[src/rtl/escalonador_rr_pkg.sv]
// Shared types and constants for the escalonador_rr round-robin scheduler.
// Contents: scheduler state enum, SO process id, context index width.
package escalonador_pkg;

    typedef enum logic [2:0] {
        IDLE,
        SELECT,
        RESTORE,
        RUN,
        SAVE,
        DONE
    } state_e;

    localparam int unsigned ID_SO     = 0;
    localparam int unsigned CTX_IDX_W = 5;

endpackage

[src/rtl/escalonador_rr_if.sv]
// Handshake/bus bundle between the SO/CPU side and the escalonador_rr scheduler.
//  master : environment side (drives start, proc_valid, instr_en, proc_halt, proc_wait, ctx_ack)
//  slave  : scheduler side (drives sel_bios, id_proc, ctx_save, ctx_restore, ctx_idx,
//           quantum_over, all_done, busy)
interface escalonador_rr_if #(
    parameter int unsigned N_PROC = 3,
    parameter int unsigned ID_W   = 2
);
    import escalonador_pkg::*;

    logic                 start;
    logic [N_PROC-1:0]    proc_valid;
    logic                 instr_en;
    logic                 proc_halt;
    logic                 proc_wait;
    logic                 ctx_ack;

    logic                 sel_bios;
    logic [ID_W-1:0]      id_proc;
    logic                 ctx_save;
    logic                 ctx_restore;
    logic [CTX_IDX_W-1:0] ctx_idx;
    logic                 quantum_over;
    logic                 all_done;
    logic                 busy;

    modport master (
        output start, proc_valid, instr_en, proc_halt, proc_wait, ctx_ack,
        input  sel_bios, id_proc, ctx_save, ctx_restore, ctx_idx,
               quantum_over, all_done, busy
    );

    modport slave (
        input  start, proc_valid, instr_en, proc_halt, proc_wait, ctx_ack,
        output sel_bios, id_proc, ctx_save, ctx_restore, ctx_idx,
               quantum_over, all_done, busy
    );

endinterface

[src/rtl/escalonador_rr_quantum_timer.sv]
// quantum_timer: counts retired instructions of the running process.
//  clk, rst_n : clock, async active-low reset
//  clear_i    : force count to zero (held while the process is not running)
//  en_i       : one instruction retired
//  freeze_i   : mask the current instruction (not charged to the slice)
//  expire_o   : combinational, high on the instruction that completes the slice
module quantum_timer #(
    parameter int unsigned QUANTUM = 20
) (
    input  logic clk,
    input  logic rst_n,
    input  logic clear_i,
    input  logic en_i,
    input  logic freeze_i,
    output logic expire_o
);

    localparam int unsigned CNT_W = (QUANTUM > 1) ? $clog2(QUANTUM) : 1;

    logic [CNT_W-1:0] cnt_q, cnt_d;
    logic             step;

    assign step     = en_i && !freeze_i;
    assign expire_o = step && (cnt_q == CNT_W'(QUANTUM - 1));

    // Next count: wraps to zero on expiry since the slice ends there anyway
    always_comb begin
        cnt_d = cnt_q;
        if (clear_i) begin
            cnt_d = '0;
        end else if (step) begin
            cnt_d = expire_o ? '0 : cnt_q + CNT_W'(1);
        end
    end

    always_ff @(posedge clk or negedge rst_n) begin
        if (!rst_n) begin
            cnt_q <= '0;
        end else begin
            cnt_q <= cnt_d;
        end
    end

endmodule

[src/rtl/escalonador_rr.sv]
// escalonador_rr: round-robin scheduler handing the CPU from the SO (id 0) to
// user processes 1..N_PROC, with per-word context save/restore sequencing.
//  clk   : system clock
//  reset : asynchronous, active-low reset
//  bus   : escalonador_rr_if.slave (start/proc_valid/instr_en/proc_halt/proc_wait/ctx_ack in;
//          sel_bios/id_proc/ctx_save/ctx_restore/ctx_idx/quantum_over/all_done/busy out)
// Build option: QUANTUM_WAIT_FREEZE_EN -- when defined, instructions retired while
// proc_wait=1 are not charged to the quantum.
module escalonador_rr
    import escalonador_pkg::*;
#(
    parameter int unsigned N_PROC   = 3,
    parameter int unsigned ID_W     = 2,
    parameter int unsigned QUANTUM  = 20,
    parameter int unsigned CTX_REGS = 32
) (
    input  logic              clk,
    input  logic              reset,
    escalonador_rr_if.slave   bus
);

    state_e               state_q, state_d;
    logic [N_PROC-1:0]    runnable_q, runnable_d;
    logic [N_PROC-1:0]    finished_q, finished_d;
    logic [ID_W-1:0]      last_id_q, last_id_d;
    logic [ID_W-1:0]      id_q, id_d;
    logic [CTX_IDX_W-1:0] ctx_idx_q, ctx_idx_d;
    logic                 sel_bios_q, ctx_save_q, ctx_restore_q, all_done_q, busy_q;
    logic                 quantum_over_c;
    logic                 expire;
    logic                 freeze;
    logic                 last_word;
    logic [ID_W-1:0]      pick;

    // First available id after 'last', wrapping N_PROC -> 1; ID_SO when none
    function automatic logic [ID_W-1:0] pick_next(input logic [N_PROC-1:0] avail,
                                                  input logic [ID_W-1:0]   last);
        logic [ID_W-1:0]   res;
        logic [N_PROC-1:0] sh;
        int unsigned       cand;
        res = ID_W'(ID_SO);
        for (int unsigned k = 1; k <= N_PROC; k++) begin
            cand = (32'(last) + k - 1) % N_PROC;
            sh   = avail >> cand;
            if (res == ID_W'(ID_SO) && sh[0]) begin
                res = ID_W'(cand + 1);
            end
        end
        return res;
    endfunction

`ifdef QUANTUM_WAIT_FREEZE_EN
    assign freeze = bus.proc_wait;
`else
    logic unused_wait;
    assign freeze      = 1'b0;
    assign unused_wait = bus.proc_wait;
`endif

    quantum_timer #(
        .QUANTUM (QUANTUM)
    ) u_timer (
        .clk      (clk),
        .rst_n    (reset),
        .clear_i  (state_q != RUN),
        .en_i     ((state_q == RUN) && bus.instr_en),
        .freeze_i (freeze),
        .expire_o (expire)
    );

    assign last_word = (ctx_idx_q == CTX_IDX_W'(CTX_REGS - 1));
    assign pick      = pick_next(runnable_q & ~finished_q, last_id_q);

    // Next-state and datapath decisions
    always_comb begin
        state_d        = state_q;
        runnable_d     = runnable_q;
        finished_d     = finished_q;
        last_id_d      = last_id_q;
        id_d           = id_q;
        ctx_idx_d      = ctx_idx_q;
        quantum_over_c = 1'b0;

        case (state_q)
            IDLE: begin
                if (bus.start) begin
                    runnable_d = bus.proc_valid;
                    finished_d = '0;
                    state_d    = SELECT;
                end
            end
            SELECT: begin
                ctx_idx_d = '0;
                if (pick == ID_W'(ID_SO)) begin
                    id_d    = ID_W'(ID_SO);
                    state_d = DONE;
                end else begin
                    id_d      = pick;
                    last_id_d = pick;
                    state_d   = RESTORE;
                end
            end
            RESTORE: begin
                if (bus.ctx_ack) begin
                    if (last_word) begin
                        ctx_idx_d = '0;
                        state_d   = RUN;
                    end else begin
                        ctx_idx_d = ctx_idx_q + CTX_IDX_W'(1);
                    end
                end
            end
            RUN: begin
                // Halt takes priority over a coinciding expiry: no pulse, no save
                if (bus.proc_halt) begin
                    finished_d = finished_q | (N_PROC'(1) << (id_q - ID_W'(1)));
                    state_d    = SELECT;
                end else if (expire) begin
                    quantum_over_c = 1'b1;
                    ctx_idx_d      = '0;
                    state_d        = SAVE;
                end
            end
            SAVE: begin
                if (bus.ctx_ack) begin
                    if (last_word) begin
                        ctx_idx_d = '0;
                        state_d   = SELECT;
                    end else begin
                        ctx_idx_d = ctx_idx_q + CTX_IDX_W'(1);
                    end
                end
            end
            DONE: begin
                if (bus.start) begin
                    runnable_d = bus.proc_valid;
                    finished_d = '0;
                    state_d    = SELECT;
                end
            end
            default: begin
                state_d = IDLE;
            end
        endcase
    end

    // State, bookkeeping and output registers; outputs follow the next state
    always_ff @(posedge clk or negedge reset) begin
        if (!reset) begin
            state_q       <= IDLE;
            runnable_q    <= '0;
            finished_q    <= '0;
            last_id_q     <= ID_W'(N_PROC);
            id_q          <= ID_W'(ID_SO);
            ctx_idx_q     <= '0;
            sel_bios_q    <= 1'b1;
            ctx_save_q    <= 1'b0;
            ctx_restore_q <= 1'b0;
            all_done_q    <= 1'b0;
            busy_q        <= 1'b0;
        end else begin
            state_q       <= state_d;
            runnable_q    <= runnable_d;
            finished_q    <= finished_d;
            last_id_q     <= last_id_d;
            id_q          <= id_d;
            ctx_idx_q     <= ctx_idx_d;
            sel_bios_q    <= (state_d != RUN);
            ctx_save_q    <= (state_d == SAVE);
            ctx_restore_q <= (state_d == RESTORE);
            all_done_q    <= (state_d == DONE);
            busy_q        <= (state_d != IDLE) && (state_d != DONE);
        end
    end

    assign bus.sel_bios     = sel_bios_q;
    assign bus.id_proc      = id_q;
    assign bus.ctx_save     = ctx_save_q;
    assign bus.ctx_restore  = ctx_restore_q;
    assign bus.ctx_idx      = ctx_idx_q;
    assign bus.quantum_over = quantum_over_c;
    assign bus.all_done     = all_done_q;
    assign bus.busy         = busy_q;

endmodule

[src/flat_wrapper.sv]
// flat-port wrapper written by rule: the top's interface ports become plain ports
module escalonador_rr_flat import escalonador_pkg::*;
#(
    parameter int unsigned N_PROC   = 3,
    parameter int unsigned ID_W     = 2,
    parameter int unsigned QUANTUM  = 20,
    parameter int unsigned CTX_REGS = 32
)
  (clk, reset, bus_start, bus_proc_valid, bus_instr_en, bus_proc_halt, bus_proc_wait, bus_ctx_ack, bus_sel_bios, bus_id_proc, bus_ctx_save, bus_ctx_restore, bus_ctx_idx, bus_quantum_over, bus_all_done, bus_busy);
  escalonador_rr_if #(.N_PROC(N_PROC), .ID_W(ID_W)) bus_i ();
  input  logic clk;
  input  logic reset;
  input wire logic [$bits(bus_i.start)-1:0] bus_start;
  input wire logic [$bits(bus_i.proc_valid)-1:0] bus_proc_valid;
  input wire logic [$bits(bus_i.instr_en)-1:0] bus_instr_en;
  input wire logic [$bits(bus_i.proc_halt)-1:0] bus_proc_halt;
  input wire logic [$bits(bus_i.proc_wait)-1:0] bus_proc_wait;
  input wire logic [$bits(bus_i.ctx_ack)-1:0] bus_ctx_ack;
  output wire logic [$bits(bus_i.sel_bios)-1:0] bus_sel_bios;
  output wire logic [$bits(bus_i.id_proc)-1:0] bus_id_proc;
  output wire logic [$bits(bus_i.ctx_save)-1:0] bus_ctx_save;
  output wire logic [$bits(bus_i.ctx_restore)-1:0] bus_ctx_restore;
  output wire logic [$bits(bus_i.ctx_idx)-1:0] bus_ctx_idx;
  output wire logic [$bits(bus_i.quantum_over)-1:0] bus_quantum_over;
  output wire logic [$bits(bus_i.all_done)-1:0] bus_all_done;
  output wire logic [$bits(bus_i.busy)-1:0] bus_busy;
  assign bus_i.start = bus_start;
  assign bus_i.proc_valid = bus_proc_valid;
  assign bus_i.instr_en = bus_instr_en;
  assign bus_i.proc_halt = bus_proc_halt;
  assign bus_i.proc_wait = bus_proc_wait;
  assign bus_i.ctx_ack = bus_ctx_ack;
  assign bus_sel_bios = bus_i.sel_bios;
  assign bus_id_proc = bus_i.id_proc;
  assign bus_ctx_save = bus_i.ctx_save;
  assign bus_ctx_restore = bus_i.ctx_restore;
  assign bus_ctx_idx = bus_i.ctx_idx;
  assign bus_quantum_over = bus_i.quantum_over;
  assign bus_all_done = bus_i.all_done;
  assign bus_busy = bus_i.busy;
  escalonador_rr #(.N_PROC(N_PROC), .ID_W(ID_W), .QUANTUM(QUANTUM), .CTX_REGS(CTX_REGS)) u_core (.clk(clk), .reset(reset), .bus(bus_i));
endmodule
[config.mk]
export PLATFORM = sky130hd
export DESIGN_NAME = escalonador_rr_flat
export DESIGN_NICKNAME = d
export VERILOG_FILES = /design/src/rtl/escalonador_rr_pkg.sv /design/src/rtl/escalonador_rr_if.sv /design/src/rtl/escalonador_rr_quantum_timer.sv /design/src/rtl/escalonador_rr.sv /design/src/flat_wrapper.sv
export SDC_FILE = /design/constraint.sdc
export NUM_CORES = 1
export LEC_CHECK = 0
export ABC_AREA = 1
export CAP_MARGIN = 40
export CORE_UTILIZATION = 30
export DETAILED_ROUTE_END_ITERATION = 10
export GPL_TIMING_DRIVEN = 0
export HOLD_SLACK_MARGIN = 0.08
export PLACE_DENSITY = 0.53
export REMOVE_ABC_BUFFERS = 1
export SYNTH_ARGS = -nofsm -noshare
export SYNTH_HDL_FRONTEND = slang
export SYNTH_HIERARCHICAL = 1
export SYNTH_SLANG_ARGS = --single-unit
[constraint.sdc]
create_clock -name clk -period 5.1 [get_ports clk]
set_input_delay 1.02 -clock clk [delete_from_list [all_inputs] [get_ports clk]]
set_output_delay 1.02 -clock clk [all_outputs]
set_load 0.01 [all_outputs]
# Yosys cells after proc, flatten, opt, wreduce, memory -nomap -nowiden
# Index checks and enable logic that the tools add are counted.
# classes
mux,27
n_reduce_logical,19
n_addsub,12
eq_ne,18
shift,4
n_div,3
bitwise,4
# ops
op,n
$mod 32x2->32 const B,3
$shr 3x32->1,3
$sub 32x1->32 const B,3
$mux 5,7
$mux 3,10
$pmux 3 s5,1
$pmux 5 s3,1
$eq 3x3->1 const B,4
$add 5x1->5 const B,2
$eq 5x5->1 const B,2
$eq 3x2->1 const B,3
$mux 2,4
$add 2x1->2 const B,3
$add 2x2->3 const B,2
$logic_not 2->1,3
$ne 2x2->1 const B,3
$ne 3x2->1 const B,2
$pmux 3 s2,1
$reduce_bool 3->1,2
$logic_and 1x1->1,5
$ne 2x1->1 const B,2
$reduce_and 2->1,2
$reduce_and 4->1,1
$reduce_bool 2->1,2
other kinds (13),16
# word_totals
ff_bits,28
word_cells,99
input_bits,10

# Logic depth before layout (Yosys ltp)
# logic_depth
word_depth,16
depth_mapped,19

# Cells and area by module
# Netlist, hierarchy kept.
# modules_own_cells
module,n_inst,seq_area_each_um2,cells_per_inst,area_each_um2
escalonador_rr,1,579.3,196,1455.1
quantum_timer,1,125.1,49,335.3

# Worst setup path before layout
# Ideal clock, no wire load.
# synth_path
path_kind,in2out
from,in bus_instr_en
to,out bus_quantum_over
n_path_buf,0
path_slack_ps,2260
t_arrival_ps,1820
path_stages,8
path_cell_list,inv_1 > nor2_1 > inv_1 > nor2_1 > nand3_2 > inv_1 > nand2_1 > nor2_1
# synth_between
elab_chain_cells,5
# synth_rtl
element,line,text
from (decl),flat_wrapper.sv:15,input wire logic [$bits(bus_i.instr_en)-1:0] bus_instr_en;
$logic_and 1x1->1,escalonador_rr.sv:66,".en_i ((state_q == RUN) && bus.instr_en),"
$logic_and 1x1->1,escalonador_rr_quantum_timer.sv:24,assign expire_o = step && (cnt_q == CNT_W'(QUANTUM - 1));
via u_core.expire,escalonador_rr.sv:30,logic expire;
$mux 1,escalonador_rr.sv:118,end else if (expire) begin
$mux 1,escalonador_rr.sv:115,if (bus.proc_halt) begin
$mux 1,escalonador_rr.sv:84,case (state_q)
to (decl),flat_wrapper.sv:24,output wire logic [$bits(bus_i.quantum_over)-1:0] bus_quantum_over;
# The timed path passes the listed nets, and every way through them passes these cells.

# Worst setup path after layout
# Same ends and word-level chain as after synthesis.

==> report_table.html <==
<table>
<tr><th>Metric</th><th>Value</th></tr>
<tr><th colspan="2">Yosys</th></tr>
<tr><td>Count of different cell masters after synthesis</td><td>26</td></tr>
<tr><td>Top FF cell, synth</td><td>sky130_fd_sc_hd__dfrtp_1</td></tr>
<tr><td>Synth async-reset ratio</td><td>100%</td></tr>
<tr><td>Fraction of the yosys area taken by sequential cells</td><td>39.3%</td></tr>
<tr><td>Cell type with the largest total area after synthesis</td><td>sky130_fd_sc_hd__dfrtp_1</td></tr>
<tr><td>Yosys warnings</td><td>6</td></tr>
<tr><td>Avg Inst Size Synth</td><td>7.31 um2</td></tr>
<tr><td>Post-synthesis instance area</td><td>1790 um2</td></tr>
<tr><td>Count of flip-flops with a built-in enable after synthesis</td><td>0</td></tr>
<tr><td>Synth area leaders</td><td>sky130_fd_sc_hd__dfrtp_1, sky130_fd_sc_hd__nand2_1, sky130_fd_sc_hd__ha_1</td></tr>
<tr><td>Fraction of synthesized cell area taken by the top area cell type</td><td>34.9%</td></tr>
<tr><td>Flip-flop and latch count after synthesis</td><td>28</td></tr>
<tr><td>Count of mapped cells out of synthesis</td><td>245</td></tr>
<tr><th colspan="2">Power and ir drop</th></tr>
<tr><td>Switching Fraction</td><td>48.0%</td></tr>
<tr><td>Portion of total power attributed to combinational logic</td><td>59.1%</td></tr>
<tr><td>Total power after layout</td><td>0.00121 W</td></tr>
<tr><td>Net Sw Power</td><td>0.000579 W</td></tr>
<tr><td>Sequential Power Share</td><td>29.3%</td></tr>
<tr><td>Worst vdd rail ir drop</td><td>0.183 mV</td></tr>
<tr><td>Total leakage power</td><td>1.11 nW</td></tr>
<tr><td>Clock network fraction of total power</td><td>11.6%</td></tr>
<tr><td>Internal Dissipation</td><td>0.000627 W</td></tr>
<tr><td>P per Cell Area</td><td>557 nW/um2</td></tr>
<tr><th colspan="2">Place</th></tr>
<tr><td>Routability Congestion</td><td>0.796</td></tr>
<tr><td>Detail Placement HPWL</td><td>2810 um</td></tr>
<tr><td>Number of buffer cells added on primary ports</td><td>21</td></tr>
<tr><td>Post-placement setup slack</td><td>1.12 ns</td></tr>
<tr><th colspan="2">Floorplan</th></tr>
<tr><td>Number of rows created at floorplan</td><td>27</td></tr>
<tr><td>Die X</td><td>79.3 um</td></tr>
<tr><td>Height of the die</td><td>79.3 um</td></tr>
<tr><td>Starting density of the core</td><td>31.7%</td></tr>
<tr><td>Placeable core region</td><td>5640 um2</td></tr>
<tr><td>Count of boundary I/O pins</td><td>23</td></tr>
<tr><td>Area of the die</td><td>6280 um2</td></tr>
<tr><th colspan="2">Finish</th></tr>
<tr><td>Net count reported at finish</td><td>294</td></tr>
<tr><td>Area delta synth-&gt;final</td><td>21.0%</td></tr>
<tr><td>Number of inserted diodes</td><td>0</td></tr>
<tr><td>Count of fill cells added during filler insertion</td><td>591</td></tr>
<tr><td>Commonest non-fill, non-tap cell in the layout</td><td>sky130_fd_sc_hd__nand2_1</td></tr>
<tr><td>Commonest non-fill, non-tap cells in the layout</td><td>sky130_fd_sc_hd__nand2_1, sky130_fd_sc_hd__inv_1, sky130_fd_sc_hd__nor2_1, sky130_fd_sc_hd__dfrtp_1, sky130_fd_sc_hd__nand3_1</td></tr>
<tr><td>Final Util</td><td>38.4%</td></tr>
<tr><td>Proportion of layout cells with a drive suffix above 1</td><td>10.3%</td></tr>
<tr><th colspan="2">Setup path</th></tr>
<tr><td>Critical-path maximum fanout</td><td>3</td></tr>
<tr><td>Critical path's slowest cell</td><td>sky130_fd_sc_hd__clkdlybuf4s50_1</td></tr>
<tr><td>CP bufs+invs</td><td>5</td></tr>
<tr><td>End of the critical path</td><td>bus_quantum_over</td></tr>
<tr><td>Element type at the critical path start</td><td>primary input</td></tr>
<tr><td>Largest stage delay on the critical path</td><td>0.57 ns</td></tr>
<tr><td>Instance count on the critical path</td><td>10</td></tr>
<tr><td>Crit Path Class</td><td>primary input to output pin</td></tr>
<tr><td>Startpoint of the most critical register-to-register path</td><td>u_core/last_id_q[0]</td></tr>
<tr><td>Data arrival time of the critical path</td><td>2.94 ns</td></tr>
<tr><td>R2R cell count</td><td>16</td></tr>
<tr><td>Crit Reg-Reg Endpoint</td><td>u_core/bus.ctx_save</td></tr>
<tr><td>Family of cells with the greatest summed delay on the critical path</td><td>buffers and inverters</td></tr>
<tr><td>Element type at the critical path end</td><td>output pin</td></tr>
<tr><td>Cells along the critical path</td><td>clkdlybuf4s50_1 -&gt; inv_1 -&gt; nor2_1 -&gt; inv_1 -&gt; nor2_1 -&gt; nand3_2 -&gt; inv_1 -&gt; nand2_1 -&gt; nor2_1 -&gt; clkdlybuf4s50_1</td></tr>
<tr><td>Worst R2R Setup Slack</td><td>2.28 ns</td></tr>
<tr><td>Crit path required time</td><td>4.08 ns</td></tr>
<tr><td>Critical Path Start</td><td>bus_instr_en</td></tr>
<tr><th colspan="2">Timing</th></tr>
<tr><td>Setup-violating endpoint count in the final report</td><td>0</td></tr>
<tr><td>Unrepaired setup endpoints after global routing</td><td>no</td></tr>
<tr><td>Hold_ws</td><td>0.518 ns</td></tr>
<tr><td>Worst-Margin Slew</td><td>0.709 ns</td></tr>
<tr><td>Worst path setup slack after routing</td><td>1.14 ns</td></tr>
<tr><td>Worst max-slew margin expressed relative to the limit</td><td>52.6%</td></tr>
<tr><td>Final clock period utilization by the worst path</td><td>77.7%</td></tr>
<tr><td>Max frequency</td><td>252 MHz</td></tr>
<tr><td>Setup TNS Final</td><td>0 ns</td></tr>
<tr><td>Pins Over Slew Limit</td><td>0</td></tr>
<tr><td>Clock Skew</td><td>0.00190 ns</td></tr>
<tr><td>Count of endpoints failing hold in the final timing report</td><td>0</td></tr>
<tr><td>Crit path time final</td><td>3.96 ns</td></tr>
<tr><th colspan="2">Routing</th></tr>
<tr><td>DR pass1 iterations</td><td>4</td></tr>
<tr><td>Post-route ant nets</td><td>0</td></tr>
<tr><td>DRC violation total after the first TritonRoute iteration</td><td>74</td></tr>
<tr><td>Vias post-DR</td><td>1,535</td></tr>
<tr><td>Post-Route WL</td><td>3570 um</td></tr>
<tr><td>Vias per cell</td><td>4.48</td></tr>
<tr><td>Post-route DRC</td><td>0</td></tr>
<tr><td>Mean routed wirelength per cell</td><td>10.4 um</td></tr>
<tr><th colspan="2">Clock network</th></tr>
<tr><td>Sinks on Clock Net</td><td>28</td></tr>
<tr><td>TritonCTS clock tree</td><td>yes</td></tr>
<tr><td>Skew-Pair Late Insertion Delay</td><td>0.28 ns</td></tr>
<tr><td>Hold-fix buffers at CTS</td><td>0</td></tr>
<tr><td>Number of cells upsized or downsized after cts</td><td>0</td></tr>
<tr><td>Clock root buffer</td><td>sky130_fd_sc_hd__clkbuf_8</td></tr>
<tr><td>Count of buffers added by post-CTS timing repair for setup</td><td>0</td></tr>
<tr><td>Htree depth</td><td>1</td></tr>
<tr><td>Post-CTS clock slew at the launch and capture registers of the worst setup and hold paths</td><td>0.10 ns</td></tr>
<tr><td>Inserted Clock Buffers</td><td>3</td></tr>
<tr><td>Largest buffer count on any clock path</td><td>2</td></tr>
<tr><th colspan="2">GRT</th></tr>
<tr><td>Initial antenna violation count</td><td>0</td></tr>
<tr><td>Vias in the first global route</td><td>1,421</td></tr>
<tr><td>Maximum number of pins on one net before global-route repair</td><td>16</td></tr>
<tr><td>Global-route wire length before repair</td><td>6090 um</td></tr>
<tr><td>Combined global-route utilization of all metal layers</td><td>12.1%</td></tr>
<tr><td>Total overflow reported by the global router</td><td>0</td></tr>
<tr><th colspan="2">Worst hold path</th></tr>
<tr><td>Hold Crit Start</td><td>u_core/bus.ctx_idx[4]</td></tr>
<tr><td>Min-Delay Path Class</td><td>flip-flop to flip-flop</td></tr>
<tr><td>Min-Delay Path Depth</td><td>2</td></tr>
<tr><th colspan="2">Outcome</th></tr>
<tr><td>Run status</td><td>completed</td></tr>
<tr><th colspan="2">Job</th></tr>
<tr><td>Max-cap violations</td><td>0</td></tr>
</table>
-- state kept, by name, indices dropped and copies added (netlist names) --
| name | flops |
|---|---|
| u_core/bus.ctx_idx | 5 |
| u_core/u_timer/cnt_q | 5 |
| u_core/finished_q | 3 |
| u_core/runnable_q | 3 |
| u_core/state_q | 3 |
| u_core/bus.id_proc | 2 |
| u_core/last_id_q | 2 |
| u_core/bus.all_done | 1 |
| u_core/bus.busy | 1 |
| u_core/bus.ctx_restore | 1 |
| u_core/bus.ctx_save | 1 |
| u_core/bus.sel_bios | 1 |
-- tightest hold or removal path, cell delays in order (launching register included) --
cell and delay [ns]:
sky130_fd_sc_hd__dfrtp_1 0.38, sky130_fd_sc_hd__nand2_1 0.06, sky130_fd_sc_hd__nand2_1 0.05
-- Yosys cell counts (2+ instances only) --
library cell and instances:
sky130_fd_sc_hd__nor2_4 2, sky130_fd_sc_hd__nor2_2 4, sky130_fd_sc_hd__a21oi_1 9, sky130_fd_sc_hd__dfrtp_1 25, sky130_fd_sc_hd__nand3_1 23, sky130_fd_sc_hd__nand3_2 2
sky130_fd_sc_hd__inv_1 39, sky130_fd_sc_hd__nor2_1 25, sky130_fd_sc_hd__nand2_2 3, sky130_fd_sc_hd__o21ai_1 2, sky130_fd_sc_hd__dfstp_2 3, sky130_fd_sc_hd__ha_1 12
sky130_fd_sc_hd__nand2_1 61, sky130_fd_sc_hd__inv_2 7, sky130_fd_sc_hd__nand4_1 8, sky130_fd_sc_hd__o21ai_0 10
-- how the worst min path moves through the flow --
| stage | slack (ns) | endpoint |
|---|---|---|
| after floorplan | 0.46 | u_core/runnable_q[0] |
| after global placement | 0.49 | u_core/finished_q[1] |
| after detailed placement | 0.50 | u_core/finished_q[1] |
| after CTS | 0.53 | u_core/finished_q[1] |
| after global routing | 0.55 | u_core/finished_q[1] |
| final | 0.52 | u_core/bus.ctx_idx[4] |
-- cells by family (layout without fill, tap and decap cells) --
group                      after synthesis  in the layout  synth area share, %
AOI/OAI and AO/OA                       25             25                 7.62
xor gates and xnor gates                 1              1                0.489
adders and majority gates               12             12                 8.39
buffers and inverters                   47             72                 10.3
DFF                                     28             28                 39.3
other                                    1              2                0.209
and+or+nand+nor                        131            131                 33.7
-- per-layer routing --
metal	GRT usage (%)	share of wire, %	vias to the layer above
met1	16.2	51	691
met3	1.84	2.9	4
met5	0	0	-
met2	19.7	44	21
li1	-	-	819
met4	4.55	1.3	0
-- layout make-up --
class	instances	area, um2	area share [%]
clock buffer	4	55.1	2.54
sequential	28	704	32.5
multi-input combinational	171	906	41.8
timing repair buffer	22	238	11.0
inverter	46	173	7.97
tap	72	90.1	4.16
-- power groups by stage --
stage / logic [W] / clock network (W) / registers [W]
after floorplan: 0.000530 / 0 / 0.000356
after global placement: 0.000708 / 0 / 0.000357
after detailed placement: 0.000713 / 0 / 0.000358
after CTS: 0.000718 / 0.000143 / 0.000353
after global routing: 0.000823 / 0.000151 / 0.000365
final: 0.000713 / 0.000140 / 0.000353
-- through the flow --
step	instance area, um2	cells
3_5_place_dp	2110	339
2_1_floorplan	1780	245
4_1_cts	2170	343
6_report	2170	343
3_3_place_gp	2080	338
5_1_grt	2170	343
Power figures use the tool's default switching activity.
